--- src/rtl/fixed_complex_mac.sv ---
// fixed_complex_mac
// Fixed-point complex multiply-accumulate. One stb/ack handshake accepts a
// bundle of four operand words and a conjugate flag. ACC_LEN products are
// summed, then the sum is rounded half-up, saturated and offered on a
// single output stb/ack handshake.
module fixed_complex_mac #(
   parameter int W       = 16,
   parameter int FRAC    = 15,
   parameter int OW      = 16,
   parameter int ACC_LEN = 1
) (
   input  logic          clk,
   input  logic          rst,
   input  logic [W-1:0]  input_a_real,
   input  logic [W-1:0]  input_a_imag,
   input  logic [W-1:0]  input_b_real,
   input  logic [W-1:0]  input_b_imag,
   input  logic          input_conj,
   input  logic          input_ab_stb,
   output logic          input_ab_ack,
   output logic [OW-1:0] output_z_real,
   output logic [OW-1:0] output_z_imag,
   output logic          output_z_ovf,
   output logic          output_z_stb,
   input  logic          output_z_ack
);

   // Product width, single-sum width, accumulator width, count width.
   localparam int PW = 2 * W;
   localparam int SW = PW + 1;
   localparam int AW = PW + 1 + $clog2(ACC_LEN + 1);
   localparam int CW = $clog2(ACC_LEN + 1);

   // Rounding works one bit wider than the accumulator so the bias add
   // can never wrap.
   localparam logic signed [AW:0] RND_BIAS = (AW + 1)'(1) << (FRAC - 1);
   localparam logic signed [AW:0] SAT_MAX  = {{(AW + 2 - OW){1'b0}}, {(OW - 1){1'b1}}};
   localparam logic signed [AW:0] SAT_MIN  = {{(AW + 2 - OW){1'b1}}, {(OW - 1){1'b0}}};

   typedef enum logic [2:0] {
      ST_GET,
      ST_MUL,
      ST_ADD,
      ST_ACC,
      ST_RND,
      ST_PUT
   } state_t;

   state_t state_reg, state_next;

   logic signed [W-1:0]  ar_reg, ai_reg, br_reg, bi_reg;
   logic                 conj_reg;
   logic signed [PW-1:0] p_rr_reg, p_ii_reg, p_ri_reg, p_ir_reg;
   logic signed [SW-1:0] sum_reg [2];
   logic signed [AW-1:0] acc_reg [2];
   logic [CW-1:0]        count_reg;
   logic [CW-1:0]        count_inc;
   logic                 ack_reg;
   logic                 stb_reg;
   logic                 ovf_reg;
   logic [OW-1:0]        z_reg   [2];

   logic signed [SW-1:0] ext_rr, ext_ii, ext_ri, ext_ir;
   logic [OW-1:0]        rnd_val [2];
   logic                 rnd_sat [2];

   logic accept;
   logic consume;

   assign accept    = input_ab_stb && ack_reg;
   assign consume   = output_z_ack && stb_reg;
   assign count_inc = count_reg + CW'(1);

   assign ext_rr = SW'(p_rr_reg);
   assign ext_ii = SW'(p_ii_reg);
   assign ext_ri = SW'(p_ri_reg);
   assign ext_ir = SW'(p_ir_reg);

   // State register.
   always_ff @(posedge clk or negedge rst) begin
      if (!rst) begin
         state_reg <= ST_GET;
      end else begin
         state_reg <= state_next;
      end
   end

   // Next-state decode; an output is only left when it has been consumed.
   always_comb begin
      state_next = state_reg;
      case (state_reg)
         ST_GET: if (accept) state_next = ST_MUL;
         ST_MUL: state_next = ST_ADD;
         ST_ADD: state_next = ST_ACC;
         ST_ACC: state_next = (count_inc == CW'(ACC_LEN)) ? ST_RND : ST_GET;
         ST_RND: state_next = ST_PUT;
         ST_PUT: if (consume) state_next = ST_GET;
         default: state_next = ST_GET;
      endcase
   end

   // Handshake flags are registered from the next state so ack is high
   // exactly while in GET and stb exactly while in PUT, both low in reset.
   always_ff @(posedge clk or negedge rst) begin
      if (!rst) begin
         ack_reg <= 1'b0;
         stb_reg <= 1'b0;
      end else begin
         ack_reg <= (state_next == ST_GET);
         stb_reg <= (state_next == ST_PUT);
      end
   end

   // Capture the operand bundle and its conjugate flag on acceptance.
   always_ff @(posedge clk or negedge rst) begin
      if (!rst) begin
         ar_reg   <= '0;
         ai_reg   <= '0;
         br_reg   <= '0;
         bi_reg   <= '0;
         conj_reg <= 1'b0;
      end else if (state_reg == ST_GET && accept) begin
         ar_reg   <= $signed(input_a_real);
         ai_reg   <= $signed(input_a_imag);
         br_reg   <= $signed(input_b_real);
         bi_reg   <= $signed(input_b_imag);
         conj_reg <= input_conj;
      end
   end

   // Four full-width partial products.
   always_ff @(posedge clk or negedge rst) begin
      if (!rst) begin
         p_rr_reg <= '0;
         p_ii_reg <= '0;
         p_ri_reg <= '0;
         p_ir_reg <= '0;
      end else if (state_reg == ST_MUL) begin
         p_rr_reg <= ar_reg * br_reg;
         p_ii_reg <= ai_reg * bi_reg;
         p_ri_reg <= ar_reg * bi_reg;
         p_ir_reg <= ai_reg * br_reg;
      end
   end

   // Combine partial products; conjugating b flips the sign of bi.
   always_ff @(posedge clk or negedge rst) begin
      if (!rst) begin
         sum_reg[0] <= '0;
         sum_reg[1] <= '0;
      end else if (state_reg == ST_ADD) begin
         if (conj_reg) begin
            sum_reg[0] <= ext_rr + ext_ii;
            sum_reg[1] <= ext_ir - ext_ri;
         end else begin
            sum_reg[0] <= ext_rr - ext_ii;
            sum_reg[1] <= ext_ri + ext_ir;
         end
      end
   end

   // Accumulate products; accumulator and count restart once the result is taken.
   always_ff @(posedge clk or negedge rst) begin
      if (!rst) begin
         acc_reg[0] <= '0;
         acc_reg[1] <= '0;
         count_reg  <= '0;
      end else if (state_reg == ST_ACC) begin
         acc_reg[0] <= acc_reg[0] + AW'(sum_reg[0]);
         acc_reg[1] <= acc_reg[1] + AW'(sum_reg[1]);
         count_reg  <= count_inc;
      end else if (state_reg == ST_PUT && consume) begin
         acc_reg[0] <= '0;
         acc_reg[1] <= '0;
         count_reg  <= '0;
      end
   end

   // Round half-up then saturate each component (0 = real, 1 = imag).
   generate
      for (genvar gi = 0; gi < 2; gi++) begin : g_round
         logic signed [AW:0] biased;
         logic signed [AW:0] shifted;
         logic               sat_hi;
         logic               sat_lo;

         assign biased  = (AW + 1)'(acc_reg[gi]) + RND_BIAS;
         assign shifted = biased >>> FRAC;
         assign sat_hi  = (shifted > SAT_MAX);
         assign sat_lo  = (shifted < SAT_MIN);

         // Select clipped or in-range value for this component.
         always_comb begin
            rnd_val[gi] = shifted[OW-1:0];
            if (sat_hi) begin
               rnd_val[gi] = SAT_MAX[OW-1:0];
            end else if (sat_lo) begin
               rnd_val[gi] = SAT_MIN[OW-1:0];
            end
         end

         assign rnd_sat[gi] = sat_hi | sat_lo;
      end
   endgenerate

   // Output registers load once per result and hold until the next one.
   always_ff @(posedge clk or negedge rst) begin
      if (!rst) begin
         z_reg[0] <= '0;
         z_reg[1] <= '0;
         ovf_reg  <= 1'b0;
      end else if (state_reg == ST_RND) begin
         z_reg[0] <= rnd_val[0];
         z_reg[1] <= rnd_val[1];
         ovf_reg  <= rnd_sat[0] | rnd_sat[1];
      end
   end

   assign input_ab_ack  = ack_reg;
   assign output_z_stb  = stb_reg;
   assign output_z_real = z_reg[0];
   assign output_z_imag = z_reg[1];
   assign output_z_ovf  = ovf_reg;

endmodule

--- config.mk ---
export PLATFORM = sky130hd
export DESIGN_NAME = fixed_complex_mac
export DESIGN_NICKNAME = d
export VERILOG_FILES = /design/src/rtl/fixed_complex_mac.sv
export SDC_FILE = /design/constraint.sdc
export NUM_CORES = 2
export LEC_CHECK = 0
export BUFFER_PORTS_ARGS = -buffer_cell sky130_fd_sc_hd__buf_2
export CAP_MARGIN = 10
export CORE_MARGIN = 1.5
export CORE_UTILIZATION = 45
export CTS_BUF_LIST = sky130_fd_sc_hd__clkbuf_4 sky130_fd_sc_hd__clkbuf_8 sky130_fd_sc_hd__clkbuf_16
export CTS_CLUSTER_SIZE = 24
export DETAILED_ROUTE_END_ITERATION = 16
export GPL_ROUTABILITY_DRIVEN = 0
export PLACE_DENSITY = 0.6
export SYNTH_ARGS = -nofsm -noshare
export SYNTH_HDL_FRONTEND = slang
export SYNTH_SLANG_ARGS = --single-unit
--- constraint.sdc ---
create_clock -name clk -period 12 [get_ports clk]
set_input_delay 1.8 -clock clk [delete_from_list [all_inputs] [get_ports clk]]
set_output_delay 1.8 -clock clk [all_outputs]
set_load 0.1 [all_outputs]
==> flow_metrics.tcl <==
set metrics [dict create \
    dr.pass1.iters 6 \
    ant_nets 0 \
    die_area_mm2 0.137 \
    max_slew_margin_pct 16.0 \
    syn_to_final_growth_pct 6.88 \
    chipHeight_um 370 \
    grt_overflow_total 0 \
    postCtsSetupBuffers 0 \
    routed_wl_um 159000 \
    dp_slack_ns 4.19 \
    rows 134 \
    fin_nets 8189 \
    yosysSeqAreaShare_pct 15.1 \
    antenna_found_initial 5 \
    tns_ns 0 \
    synth_seq_cells 366 \
    clk_pin_slew_ns 0.05 \
    clock_sinks 366 \
    placed_area_mm2 0.0628 \
    cp.arrival_ns 8.37 \
    tightest_slew_ns 1.26 \
    start_kind "register" \
    final_layout_size_suffix_gt1_share_pct 5.84 \
    setup_viol 0 \
    grt_pass1_vias 45742 \
    final_area_mm2 0.0647 \
    max_freq_mhz 127 \
    largest_reg_flops 68 \
    avgSynthCellArea_um2 9.09 \
    rsz0062_at_grt "no" \
    async_reset_ff_share_pct 100 \
    remaining_drc_errors 0 \
    grt_max_degree 124 \
    crit_required_ns 12.50 \
    cts.htree.levels 2 \
    ys.flop_type "dfrtp_1" \
    min_path_type "register to register" \
    fill_cells 12859 \
    period_share_pct 65.6 \
    slew_viol_final 0 \
    synth_cells 6664 \
    netlist_area_mm2 0.0605 \
    place_hpwl_um 124000 \
    num_io_pins 104 \
    path_class "register to register" \
    drt-initial-drc-count 2628 \
    cts_made_buffers 51 \
    final_cells 8414 \
    core-area_mm2 0.133 \
    dieWidth_um 370 \
    clkLatencyLatePin_ns 0.67 \
    initial_utilization_pct 45.4 \
    synth_cell_type_count 78 \
    grt.total_usage_pct 23.8 \
    cts_max_path_buffers 3 \
    cts_hold_buf 0 \
    finalWorstSetupSlack_ns 4.13 \
    vias 44540 \
    syn-num-nets 8247 \
    cts_tree "built" \
    ys_warn_count 0 \
    wl_per_cell_um 18.9 \
    io_buffer_count 103 \
    dp.cells 8319 \
    endpoint_kind "register" \
    finClkSkew_ns 0.0380 \
    avgViaCountPerCell 5.29 \
    regArea_mm2 0.00916 \
    synth_edf_count 0 \
    grt_pass1_wl_um 256000 \
    max-cap-violations 0 \
    final_hold_viol_count 0 \
    cts_root_buffer "clkbuf_16" \
    multi_input_area_mm2 0.0458 \
    status "finished, final reports clean" \
    fin_crit_ns 7.87 \
    cts_resized 0 \
    crit_fanout 17 \
]
## placed cells by master (no fill, tap or decap), types with 28 or more instances in the layout
| cell type | netlist | routed |
|---|---|---|
| a211oi_1 | 28 | 28 |
| a21o_1 | 113 | 113 |
| a21oi_1 | 251 | 251 |
| and2_1 | 488 | 487 |
| and3_1 | 34 | 34 |
| buf_2 | 0 | 102 |
| buf_4 | 0 | 75 |
| clkbuf_16 | 0 | 51 |
| dfrtp_1 | 366 | 362 |
| fa_1 | 1052 | 1052 |
| ha_1 | 462 | 462 |
| inv_1 | 1211 | 1211 |
| mux2_2 | 68 | 68 |
| nand2_1 | 882 | 880 |
| nand2b_1 | 42 | 41 |
| nand3_1 | 59 | 59 |
| nor2_1 | 219 | 217 |
| nor2b_1 | 37 | 37 |
| nor3_1 | 51 | 51 |
| o211ai_1 | 29 | 29 |
| o21a_1 | 40 | 40 |
| o21ai_0 | 295 | 295 |
| xnor2_1 | 205 | 205 |
| xor2_1 | 125 | 125 |
## cell type report
type                       count  area share (%)
inverter                    1212            7.03
antenna                        1         0.00387
timing repair buffer         181            1.78
tap                         1768            3.42
multi-input combinational   4794            70.7
clock inverter                26           0.632
clock buffer                  66            2.23
sequential                   366            14.2
## worst max-delay path, stage by stage, from the launching register on
cell	delay (ns)
dfrtp_1	0.67
clkinv_1	0.72
buf_4	0.45
nor2_1	0.16
fa_1	0.46
fa_1	0.46
fa_1	0.54
fa_1	0.44
fa_1	0.49
inv_1	0.05
fa_1	0.47
inv_1	0.04
ha_1	0.35
nand4_1	0.13
or2_2	0.33
or2_2	0.29
o21ai_0	0.23
a211oi_1	0.16
o311ai_0	0.59
a21oi_1	0.20
o21ai_0	0.24
xnor2_1	0.15
o21ai_0	0.09
## cells by family after synthesis
| family | count (synthesis) | synth area share [%] |
|---|---|---|
| AOI/OAI and AO/OA | 943 | 9.62 |
| xor gates and xnor gates | 330 | 4.77 |
| adders and majority gates | 1514 | 44.3 |
| buffers and inverters | 1504 | 9.34 |
| DFF | 366 | 15.1 |
| muxes | 77 | 1.41 |
| and+or+nand+nor | 1930 | 15.4 |
## layer usage
layer / track usage, % / up-vias / share of wire (%)
li1: - / 20648 / -
met1: 33.6 / 22658 / 46
met2: 38.3 / 1044 / 46
met3: 3.09 / 184 / 5.0
met4: 6.64 / 6 / 3.0
met5: 0 / - / 0.028
## final timing paths
path	slack, ns	start	cells after the start	endpoint
max reg2reg	4.13	bi_reg[15]$_DFFE_PN0P_	22	p_ii_reg[29]$_DFFE_PN0P_
min reg2reg	0.48	p_rr_reg[0]$_DFFE_PN0P_	2	p_rr_reg[0]$_DFFE_PN0P_
min in group asynchronous	1.17	rst	1	output_z_real[9]$_DFFE_PN0P_
min	0.48	p_rr_reg[0]$_DFFE_PN0P_	2	p_rr_reg[0]$_DFFE_PN0P_
max in group asynchronous	8.54	rst	3	p_ri_reg[26]$_DFFE_PN0P_
max	4.13	bi_reg[15]$_DFFE_PN0P_	22	p_ii_reg[29]$_DFFE_PN0P_
## through the flow
stage                     hold WS, ns  util [%]
after detailed placement        0.471      47.1
after global placement          0.462      47.1
final                           0.481      48.5
after floorplan                 0.445         -
after CTS                       0.487      48.5
after global routing            0.502      48.5
## synthesized netlist by cell type (all sizes together) (13+ instances only)
library cell	n	area share (%)
o21bai	26	0.32
a21oi	252	2.1
nand4	27	0.28
nand2b	42	0.43
xor2	125	1.8
inv	1211	7.5
xnor2	205	3.0
mux2	68	1.3
o211ai	29	0.36
o31ai	21	0.26
nor3b	17	0.24
nand3	59	0.49
a21o	113	1.4
nor2b	37	0.38
nor3	51	0.42
or3	13	0.13
a31o	15	0.22
fa	1052	35
and2	489	5.1
dfrtp	366	15
and3	34	0.35
clkbuf	283	1.8
a211oi	29	0.37
o21ai	304	2.5
nor4	17	0.18
nor2	219	1.4
ha	462	9.5
a31oi	23	0.24
nand2	882	5.5
o21a	40	0.50
Power is left out: the tool's default activity adds up to more than one toggle a clock period on the data nets, which glitch-free logic cannot reach.
